$ cat src/rtl/pll_ctrl_pkg.sv
// Shared types for the ECP5 PLL phase controller: FSM states and PHASESEL codes.
package pll_ctrl_pkg;

  typedef enum logic [2:0] {
    PRST,
    WLOCK,
    SETTLE,
    IDLE,
    SETUP,
    STEP_LO,
    STEP_HI
  } state_e;

  localparam logic [1:0] SEL_CLKOS  = 2'd0;
  localparam logic [1:0] SEL_CLKOS2 = 2'd1;
  localparam logic [1:0] SEL_CLKOS3 = 2'd2;
  localparam logic [1:0] SEL_CLKOP  = 2'd3;

endpackage

$ cat src/rtl/pll_phase_ctrl_sync2.sv
// Two-flop synchroniser bringing the asynchronous PLL LOCK into the board clock domain.
module sync2 (
  input  logic clk,
  input  logic rst,
  input  logic d_i,
  output logic q_o
);

  logic meta_q;
  logic sync_q;

  always_ff @(posedge clk) begin
    if (rst) begin
      meta_q <= 1'b0;
      sync_q <= 1'b0;
    end else begin
      meta_q <= d_i;
      sync_q <= meta_q;
    end
  end

  assign q_o = sync_q;

endmodule

$ cat src/rtl/pll_phase_ctrl.sv
// EHXPLLL reset/lock sequencer with dynamic phase-step control, clocked from the board clock.
module pll_phase_ctrl
  import pll_ctrl_pkg::*;
#(
  parameter int unsigned RST_CYCLES    = 16,
  parameter int unsigned LOCK_TIMEOUT  = 65535,
  parameter int unsigned SETTLE_CYCLES = 1024,
  parameter int unsigned SETUP_CYCLES  = 2,
  parameter int unsigned PULSE_CYCLES  = 4,
  parameter int unsigned STEP_W        = 8
) (
  input  logic                  clk,
  input  logic                  rst,
  input  logic                  pll_lock,
  output logic                  pll_rst,
  output logic [1:0]            pll_phasesel,
  output logic                  pll_phasedir,
  output logic                  pll_phasestep,
  output logic                  sys_rst,
  input  logic                  req_valid,
  output logic                  req_ready,
  input  logic [1:0]            req_sel,
  input  logic                  req_dir,
  input  logic [STEP_W-1:0]     req_steps,
  output logic                  done,
  output logic                  err_lock,
  output logic [7:0]            retries,
  output logic [4*STEP_W-1:0]   phase_pos
);

  localparam int unsigned MAX_A   = (RST_CYCLES > LOCK_TIMEOUT) ? RST_CYCLES : LOCK_TIMEOUT;
  localparam int unsigned MAX_B   = (SETTLE_CYCLES > MAX_A) ? SETTLE_CYCLES : MAX_A;
  localparam int unsigned MAX_C   = (SETUP_CYCLES > PULSE_CYCLES) ? SETUP_CYCLES : PULSE_CYCLES;
  localparam int unsigned CNT_MAX = (MAX_C > MAX_B) ? MAX_C : MAX_B;
  localparam int unsigned CNT_W   = $clog2(CNT_MAX + 1);

  state_e                state_q;
  logic [CNT_W-1:0]      cnt_q;
  logic                  pll_rst_q;
  logic                  sys_rst_q;
  logic [1:0]            phasesel_q;
  logic                  phasedir_q;
  logic                  phasestep_q;
  logic                  ready_q;
  logic                  done_q;
  logic                  err_lock_q;
  logic [7:0]            retries_q;
  logic [4*STEP_W-1:0]   phase_pos_q;
  logic [1:0]            sel_q;
  logic                  dir_q;
  logic [STEP_W-1:0]     remain_q;
  logic                  lock_s;

  sync2 u_lock_sync (
    .clk (clk),
    .rst (rst),
    .d_i (pll_lock),
    .q_o (lock_s)
  );

  always_ff @(posedge clk) begin
    if (rst) begin
      state_q     <= PRST;
      cnt_q       <= '0;
      pll_rst_q   <= 1'b1;
      sys_rst_q   <= 1'b1;
      phasesel_q  <= SEL_CLKOS;
      phasedir_q  <= 1'b0;
      phasestep_q <= 1'b1;
      ready_q     <= 1'b0;
      done_q      <= 1'b0;
      err_lock_q  <= 1'b0;
      retries_q   <= '0;
      phase_pos_q <= '0;
      sel_q       <= SEL_CLKOS;
      dir_q       <= 1'b0;
      remain_q    <= '0;
    end else begin
      done_q <= 1'b0;
      case (state_q)
        PRST: begin
          if (cnt_q == CNT_W'(RST_CYCLES - 1)) begin
            state_q   <= WLOCK;
            cnt_q     <= '0;
            pll_rst_q <= 1'b0;
          end else begin
            cnt_q <= cnt_q + CNT_W'(1);
          end
        end
        WLOCK: begin
          // The cycle that reveals lock already counts as the first settled cycle.
          if (lock_s) begin
            state_q <= SETTLE;
            cnt_q   <= CNT_W'(1);
          end else if (cnt_q == CNT_W'(LOCK_TIMEOUT - 1)) begin
            state_q   <= PRST;
            cnt_q     <= '0;
            pll_rst_q <= 1'b1;
            if (retries_q != 8'hFF) retries_q <= retries_q + 8'd1;
          end else begin
            cnt_q <= cnt_q + CNT_W'(1);
          end
        end
        SETTLE: begin
          if (!lock_s) begin
            state_q <= WLOCK;
            cnt_q   <= '0;
          end else if (cnt_q >= CNT_W'(SETTLE_CYCLES - 1)) begin
            state_q   <= IDLE;
            cnt_q     <= '0;
            sys_rst_q <= 1'b0;
            ready_q   <= 1'b1;
          end else begin
            cnt_q <= cnt_q + CNT_W'(1);
          end
        end
        default: begin
          // Lock loss in any operational state drops the request and restarts the PLL.
          if (!lock_s) begin
            state_q     <= PRST;
            cnt_q       <= '0;
            pll_rst_q   <= 1'b1;
            sys_rst_q   <= 1'b1;
            phasestep_q <= 1'b1;
            ready_q     <= 1'b0;
            err_lock_q  <= 1'b1;
            phase_pos_q <= '0;
          end else begin
            case (state_q)
              IDLE: begin
                if (req_valid) begin
                  sel_q    <= req_sel;
                  dir_q    <= req_dir;
                  remain_q <= req_steps;
                  if (req_steps == '0) begin
                    done_q <= 1'b1;
                  end else begin
                    state_q    <= SETUP;
                    cnt_q      <= '0;
                    ready_q    <= 1'b0;
                    phasesel_q <= req_sel;
                    phasedir_q <= req_dir;
                  end
                end
              end
              SETUP: begin
                if (cnt_q == CNT_W'(SETUP_CYCLES - 1)) begin
                  state_q     <= STEP_LO;
                  cnt_q       <= '0;
                  phasestep_q <= 1'b0;
                end else begin
                  cnt_q <= cnt_q + CNT_W'(1);
                end
              end
              STEP_LO: begin
                if (cnt_q == CNT_W'(PULSE_CYCLES - 1)) begin
                  state_q     <= STEP_HI;
                  cnt_q       <= '0;
                  phasestep_q <= 1'b1;
                end else begin
                  cnt_q <= cnt_q + CNT_W'(1);
                end
              end
              STEP_HI: begin
                if (cnt_q == CNT_W'(PULSE_CYCLES - 1)) begin
                  cnt_q    <= '0;
                  remain_q <= remain_q - STEP_W'(1);
                  for (int n = 0; n < 4; n++) begin
                    if (sel_q == 2'(n)) begin
                      phase_pos_q[n*STEP_W +: STEP_W] <= phase_pos_q[n*STEP_W +: STEP_W] +
                                                         (dir_q ? STEP_W'(1) : {STEP_W{1'b1}});
                    end
                  end
                  if (remain_q != STEP_W'(1)) begin
                    state_q     <= STEP_LO;
                    phasestep_q <= 1'b0;
                  end else begin
                    state_q <= IDLE;
                    done_q  <= 1'b1;
                    ready_q <= 1'b1;
                  end
                end else begin
                  cnt_q <= cnt_q + CNT_W'(1);
                end
              end
              default: begin
                state_q <= PRST;
                cnt_q   <= '0;
              end
            endcase
          end
        end
      endcase
    end
  end

  assign pll_rst       = pll_rst_q;
  assign sys_rst       = sys_rst_q;
  assign pll_phasesel  = phasesel_q;
  assign pll_phasedir  = phasedir_q;
  assign pll_phasestep = phasestep_q;
  assign req_ready     = ready_q;
  assign done          = done_q;
  assign err_lock      = err_lock_q;
  assign retries       = retries_q;
  assign phase_pos     = phase_pos_q;

endmodule

$ cat config.mk
export PLATFORM = sky130hd
export DESIGN_NAME = pll_phase_ctrl
export DESIGN_NICKNAME = d
export VERILOG_FILES = /design/src/rtl/pll_ctrl_pkg.sv /design/src/rtl/pll_phase_ctrl_sync2.sv /design/src/rtl/pll_phase_ctrl.sv
export SDC_FILE = /design/constraint.sdc
export NUM_CORES = 1
export LEC_CHECK = 0
export CELL_PAD_IN_SITES_DETAIL_PLACEMENT = 1
export CELL_PAD_IN_SITES_GLOBAL_PLACEMENT = 2
export CORE_AREA = 2 2 123 125
export CTS_BUF_LIST = sky130_fd_sc_hd__clkbuf_2
export DETAILED_ROUTE_END_ITERATION = 7
export DIE_AREA = 0 0 125 127
export MAX_ROUTING_LAYER = met4
export PLACE_DENSITY_LB_ADDON = 0.1
export SKIP_CTS_REPAIR_TIMING = 1
export SLEW_MARGIN = 10
export SYNTH_ARGS = -nofsm -noshare
export SYNTH_HDL_FRONTEND = slang
export SYNTH_SLANG_ARGS = --single-unit
$ cat constraint.sdc
create_clock -name clk -period 3.2 [get_ports clk]
set_input_delay 0.48 -clock clk [delete_from_list [all_inputs] [get_ports clk]]
set_output_delay 0.48 -clock clk [all_outputs]
set_load 0.005 [all_outputs]
After elaboration in Yosys (flattened, before gate mapping)
Cells that the tools add are included.

word-level totals
  flip-flop bits (word level) = 81
  input bits = 15
  output and inout bits = 49
  word-level logic and storage cells = 168

cells by class
  add/sub/neg operators = 7
  magnitude comparators = 1
  equality and inequality tests = 47
  mux-type cells = 65
  bitwise operators = 5
  reduce and logical (&&, ||, !) cells = 23

operators with widths
  operator                                                              count
  two-way mux 16 bit                                                    10
  two-way mux 32 bit                                                    3
  case mux 16 bit (3 select lines)                                      2
  two-way mux 8 bit                                                     7
  two-way mux 3 bit                                                     12
  adder 8 bit                                                           4
  != test 6 bit (second input constant)                                 5
  != test 2 bit (second input constant)                                 14
  AND reduction 4 bit                                                   7
  != test 4 bit (second input constant)                                 6
  two-way mux 1 bit                                                     22
  adder 16 x 1 -> 16 bit (second input constant)                        1
  == test 16 x 1 -> 1 bit (second input constant)                       1
  == test 16 bit (second input constant)                                1
  == test 16 x 2 -> 1 bit (second input constant)                       1
  == test 16 x 4 -> 1 bit (second input constant)                       1
  greater-or-equal comparator 16 x 10 -> 1 bit (second input constant)  1
  case mux 8 bit (2 select lines)                                       1
  AND reduction 8 bit                                                   2
  != test 3 bit (second input constant)                                 5
  AND reduction 5 bit                                                   3
  case mux 3 bit (4 select lines)                                       1
  == test 3 bit (second input constant)                                 3
  case mux 3 bit (3 select lines)                                       1
  22 further kinds                                                      34

Depth between registers and ports, before layout
  depth after elaboration = 6
  mapped depth = 10
  gate-level depth less buffers = 8

Hierarchy
Synthesis repeated with hierarchy kept, for this count alone.

unflattened totals
  cells, all modules = 597
  area, all modules = 4906.0 µm²

modules (own cells, without submodules)
  module          instances  cells each  area each (µm²)  seq. area each (µm²)
  pll_phase_ctrl  1          593         4853.4           1581.5
  sync2           1          4           52.6             40.0

Least setup slack after synthesis
Ideal clock, no wire load.

  path kind = reg2reg
  from = reg cnt_q[0]
  to = reg phase_pos_q[7], in the netlist phase_pos[7]
  setup time = 0.121 ns
  data arrival time = 2.579 ns
  data required time = 3.079 ns
  slack = 0.500 ns
  stages on the path, launching flop included = 10
  buffers on the path = 2
  clock period less this slack = 2.700 ns
  path through = dfxtp_1 > ha_1 > clkbuf_1 > or3b_2 > or4_1 > o32a_1 > and2_1 > clkbuf_1 > a21oi_1 > o21ai_0

between the ends
  word-level cells in the longest chain between the ends = 3

RTL lines
  item                                  line                   text
  from (decl)                           pll_phase_ctrl.sv:38   logic [CNT_W-1:0] cnt_q;
  from (signal assigned)                pll_phase_ctrl.sv:87   cnt_q <= cnt_q + CNT_W'(1);
  from (signal assigned)                pll_phase_ctrl.sv:101  cnt_q <= cnt_q + CNT_W'(1);
  from (signal assigned)                pll_phase_ctrl.sv:114  cnt_q <= cnt_q + CNT_W'(1);
  == test 16 x 2 -> 1 bit               pll_phase_ctrl.sv:165  if (cnt_q == CNT_W'(PULSE_CYCLES - 1)) begin
  != test 2 bit (no source line)        --
  AND reduction 4 bit (no source line)  --
  to (signal, indexed assignment)       pll_phase_ctrl.sv:170  phase_pos_q[n*STEP_W +: STEP_W] <= phase_pos_q[n*STEP_W +: STEP_W] +
  to (decl)                             pll_phase_ctrl.sv:48   logic [4*STEP_W-1:0] phase_pos_q;

Every way passes these cells.
A chain may end at the register's enable or synchronous reset.

Final worst setup path
  from = reg cnt_q[0]
  to = reg cnt_q[5]

between the ends
  word-level cells in the longest chain between the ends = 5
  elaborated cells on any way between the ends = 16
  those cells by class = 1 x add/sub; 1 x order compare; 4 x eq/ne; 10 x mux

RTL lines
  item                                                  line                                                                 text
  adder 16 x 1 -> 16 bit, or another cell as far along  --
  two-way mux 16 bit, on equally long branches          pll_phase_ctrl.sv:156, pll_phase_ctrl.sv:165, pll_phase_ctrl.sv:147
  case mux 16 bit (3 select lines)                      pll_phase_ctrl.sv:129                                                case (state_q)
  two-way mux 16 bit                                    pll_phase_ctrl.sv:119                                                if (!lock_s) begin
  case mux 16 bit (3 select lines) *                    pll_phase_ctrl.sv:80                                                 case (state_q)

Every way passes the cells marked *; elsewhere a longest branch is shown, timed or not.

==> reports/metrics.yaml <==
layout:
  n_fill_cell: 1742
  drive_gt1_share_pct: 7.895
  area_growth_syn_to_layout_pct: 22.52
  nNetsFinal: 731
  antennaDiodeCount: 0
yosys:
  synth_edf_count: 0
  ys_types: 62
  ys_ff_latch: 81
  synth-async-reset-ratio_pct: 0
  ys_seq_area_share_pct: 33.32
  synth_area_sq_um: 4867
  synth_cells: 603
  ys_warn_count: 0
  ys.flop_type: "dfxtp_1"
  synth_fp_nets: 655
  syn_avg_cell_area_sq_um: 8.072
sta:
  rsz0062_at_grt: "no"
  fin_crit_sh_pct: 87.72
  setup_slack_ps: 393.1
  tightest_slew_ps: 811.1
  setup_viol: 0
  clock_skew_ps: 19.25
  fmax_mhz: 356.3
  setup_tns_ps: 0
  relSlewSlack_pct: 45.67
  finalMaxSlewViolations: 0
  hold_viol: 0
  period_needed_ps: 2807
floorplanning:
  coreArea_sq_um: 14420
  start_util_pct: 33.74
  fp-row-count: 44
  io_pins: 64
  die-width_um: 125
  die_y_um: 127
  die_area_sq_um: 15880
setup_path:
  path_cells: "ha_1 -> or3b_2 -> o41ai_1 -> a221oi_1 -> nor4_2 -> or2_0 -> buf_12 -> nor2_1"
  arrival_ps: 3300
  worstPathRequired_ps: 3690
  critPathTopFamily: "simple AND/OR/NAND/NOR gates"
  cp.depth: 8
  crit_type: "reg -> reg"
  cpPeakStageDelay_ps: 490
  startpoint_type: "flip-flop"
  crit_buf_inv: 1
  end_kind: "flip-flop"
  crit_slowest_cell: "dfxtp_1"
  ff2ff_path_depth: 8
  crit_fanout: 11
global_route:
  antenna_found_initial: 0
  use_met2_pct: 31.36
  use_met3_pct: 3.643
  grt.met1_usage_pct: 23.14
  grt_pass1_wl_um: 23600
  grt_pass1_vias: 4630
  grt_start_max_net_pins: 27
  grt_overflow_total: 0
  grt_util_all_layers_pct: 18.55
  grt_busiest_layer: "met2"
hold_path:
  hold_depth: 1
  hold_class: "reg -> reg"
clocking:
  cts_buffers: 9
  cts_tree: "done"
  clk_latency_ps: 570
  cts.clk_slew.worst_paths_ps: 240
  h-tree-depth: 3
  clockBufferDepth: 2
  numClockSinks: 81
  root_buffer: "clkbuf_2"
detailed_routing:
  first_pass_iters: 4
  routed_wl_um: 13890
  viasPerCell: 5.306
  post-route-drc-count: 0
  wl_per_cell_um: 16.00
  first_iter_violations: 247
  ant_nets: 0
  num_vias: 4606
power:
  p_leak_uw: 0.002204
  power.density_nw_per_um2: 368.4
  peakVddDrop_v: 0.0002230
outcome:
  status: "complete, no violations"
placement:
  placement.io_buffers: 63
  dp_hpwl_um: 10620
  gp_congestion: 0.8164
  post-place-ws_ps: 431.5
run:
  cap_violations: 0
## per-layer routing
metal	share of wire, %	up-vias
met4	1.0	0
met5	0	-
met1	47	2206
met3	3.7	8
li1	-	2318
met2	49	74
## through the flow
step           instance area (sq um)  power (uW)  hold WS [ps]  instances  util [%]
4_1_cts                         5963        2234         416.4        868     41.34
3_3_place_gp                    5824        1551         428.3        852     40.38
2_1_floorplan                   4867        1386         413.8        603         -
3_5_place_dp                    5824        1561         425.5        852     40.38
5_1_grt                         5963        2345         388.2        868     41.34
6_report                        5963        2197         460.5        868     41.34
## registers in the layout (all words and copies together), names as in the netlist
register / flops
done: 1
dir_q: 1
pll_rst: 1
sel_q: 2
phase_pos: 32
err_lock: 1
u_lock_sync.q_o: 1
req_ready: 1
pll_phasedir: 1
remain_q: 8
pll_phasestep: 1
u_lock_sync.meta_q: 1
cnt_q: 16
sys_rst: 1
retries: 8
state_q: 3
pll_phasesel: 2
## area by class of cell
cell class / count / area, sq um / area share (%)
tap: 184 / 230.2 / 3.861
clock inverter: 7 / 93.84 / 1.574
inverter: 34 / 127.6 / 2.140
timing repair buffer: 86 / 815.8 / 13.68
multi-input combinational: 467 / 3029 / 50.80
clock buffer: 9 / 45.04 / 0.7554
sequential: 81 / 1622 / 27.19
## kinds of logic after synthesis
logic type	Yosys count	synth area share [%]
XOR/XNOR	38	6.838
AND/OR/NAND/NOR	249	25.89
AO/OA/AOI/OAI	137	18.15
adder cells (fa/ha/maj)	37	10.13
buffers and inverters	55	4.447
multiplexers	6	1.234
flip-flops	81	33.32
## power by group
group          leakage, uW  internal, uW  switching (uW)
clock network    0.0000799           258             392
registers         0.000654          1040            48.9
logic              0.00147           195             263
total              0.00220          1490             704
## worst register-to-register path, delay by kind of cell, from the launching register on
| family | cells | cell delay (ps) |
|---|---|---|
| AOI/OAI and AO/OA | 2 | 460 |
| adders and majority gates | 1 | 220 |
| DFF | 1 | 490 |
| buffers and inverters | 1 | 190 |
| and+or+nand+nor | 4 | 1370 |
## synth_stat cells (2+ instances only)
library cell  instances  area share (%)
and2_1                3            0.39
or4_4                 2            0.46
nor3_1               20             2.1
dfxtp_1              81              33
clkinv_1              2            0.15
a211oi_1              5            0.77
mux2i_1               6             1.2
clkbuf_1             18             1.4
xor2_1               25             4.5
o31ai_1               2            0.31
nand4_1              18             2.3
a221oi_1              2            0.36
buf_2                 2            0.21
or3_1                 9             1.2
a31oi_1               9             1.2
fa_1                  4             1.6
o41ai_1               5            0.90
o211ai_1              8             1.2
nor4_1               11             1.4
a21oi_1              36             3.7
nor2_1               67             5.2
nand2b_1              8             1.0
nand3_1              22             2.3
nor2b_1               8             1.0
inv_1                32             2.5
and3_1                2            0.26
or2_2                 6            0.77
or4_1                 4            0.62
or3b_2                2            0.36
o32ai_1               2            0.36
ha_1                 33             8.5
o21ai_0              40             4.1
xnor2_1              13             2.3
a22oi_1               2            0.31
o21a_1                3            0.46
a21o_1                7             1.1
nand2_1              58             4.5
a2111oi_0             2            0.36
## final timing paths
check / from / end / slack (ps)
worst max register to register: cnt_q[0]$_SDFFE_PP0P_ / cnt_q[5]$_SDFFE_PP0P_ / 390
worst min-delay path: u_lock_sync.meta_q$_SDFF_PP0_ / u_lock_sync.q_o$_SDFF_PP0_ / 460
worst max-delay path: cnt_q[0]$_SDFFE_PP0P_ / cnt_q[5]$_SDFFE_PP0P_ / 390
worst min register to register: u_lock_sync.meta_q$_SDFF_PP0_ / u_lock_sync.q_o$_SDFF_PP0_ / 460
## cell usage in the layout, fill, tap and decap left out, types with 3 or more instances in the layout
cell type        count
a211oi_1             5
a21o_1               7
a21oi_1             36
a31oi_1              9
and2_1               3
buf_4               22
clkbuf_2             9
clkdlybuf4s50_1     63
clkinv_1             3
dfxtp_1             81
fa_1                 4
ha_1                33
inv_1               32
mux2i_1              6
nand2_1             58
nand2b_1             8
nand3_1             22
nand4_1             18
nor2_1              67
nor2b_1              8
nor3_1              20
nor4_1              11
o211ai_1             8
o21a_1               3
o21ai_0             40
o41ai_1              5
or2_2                6
or3_1                9
or4_1                4
xnor2_1             13
xor2_1              25
Note: power is estimated with default switching activity, not from simulation.
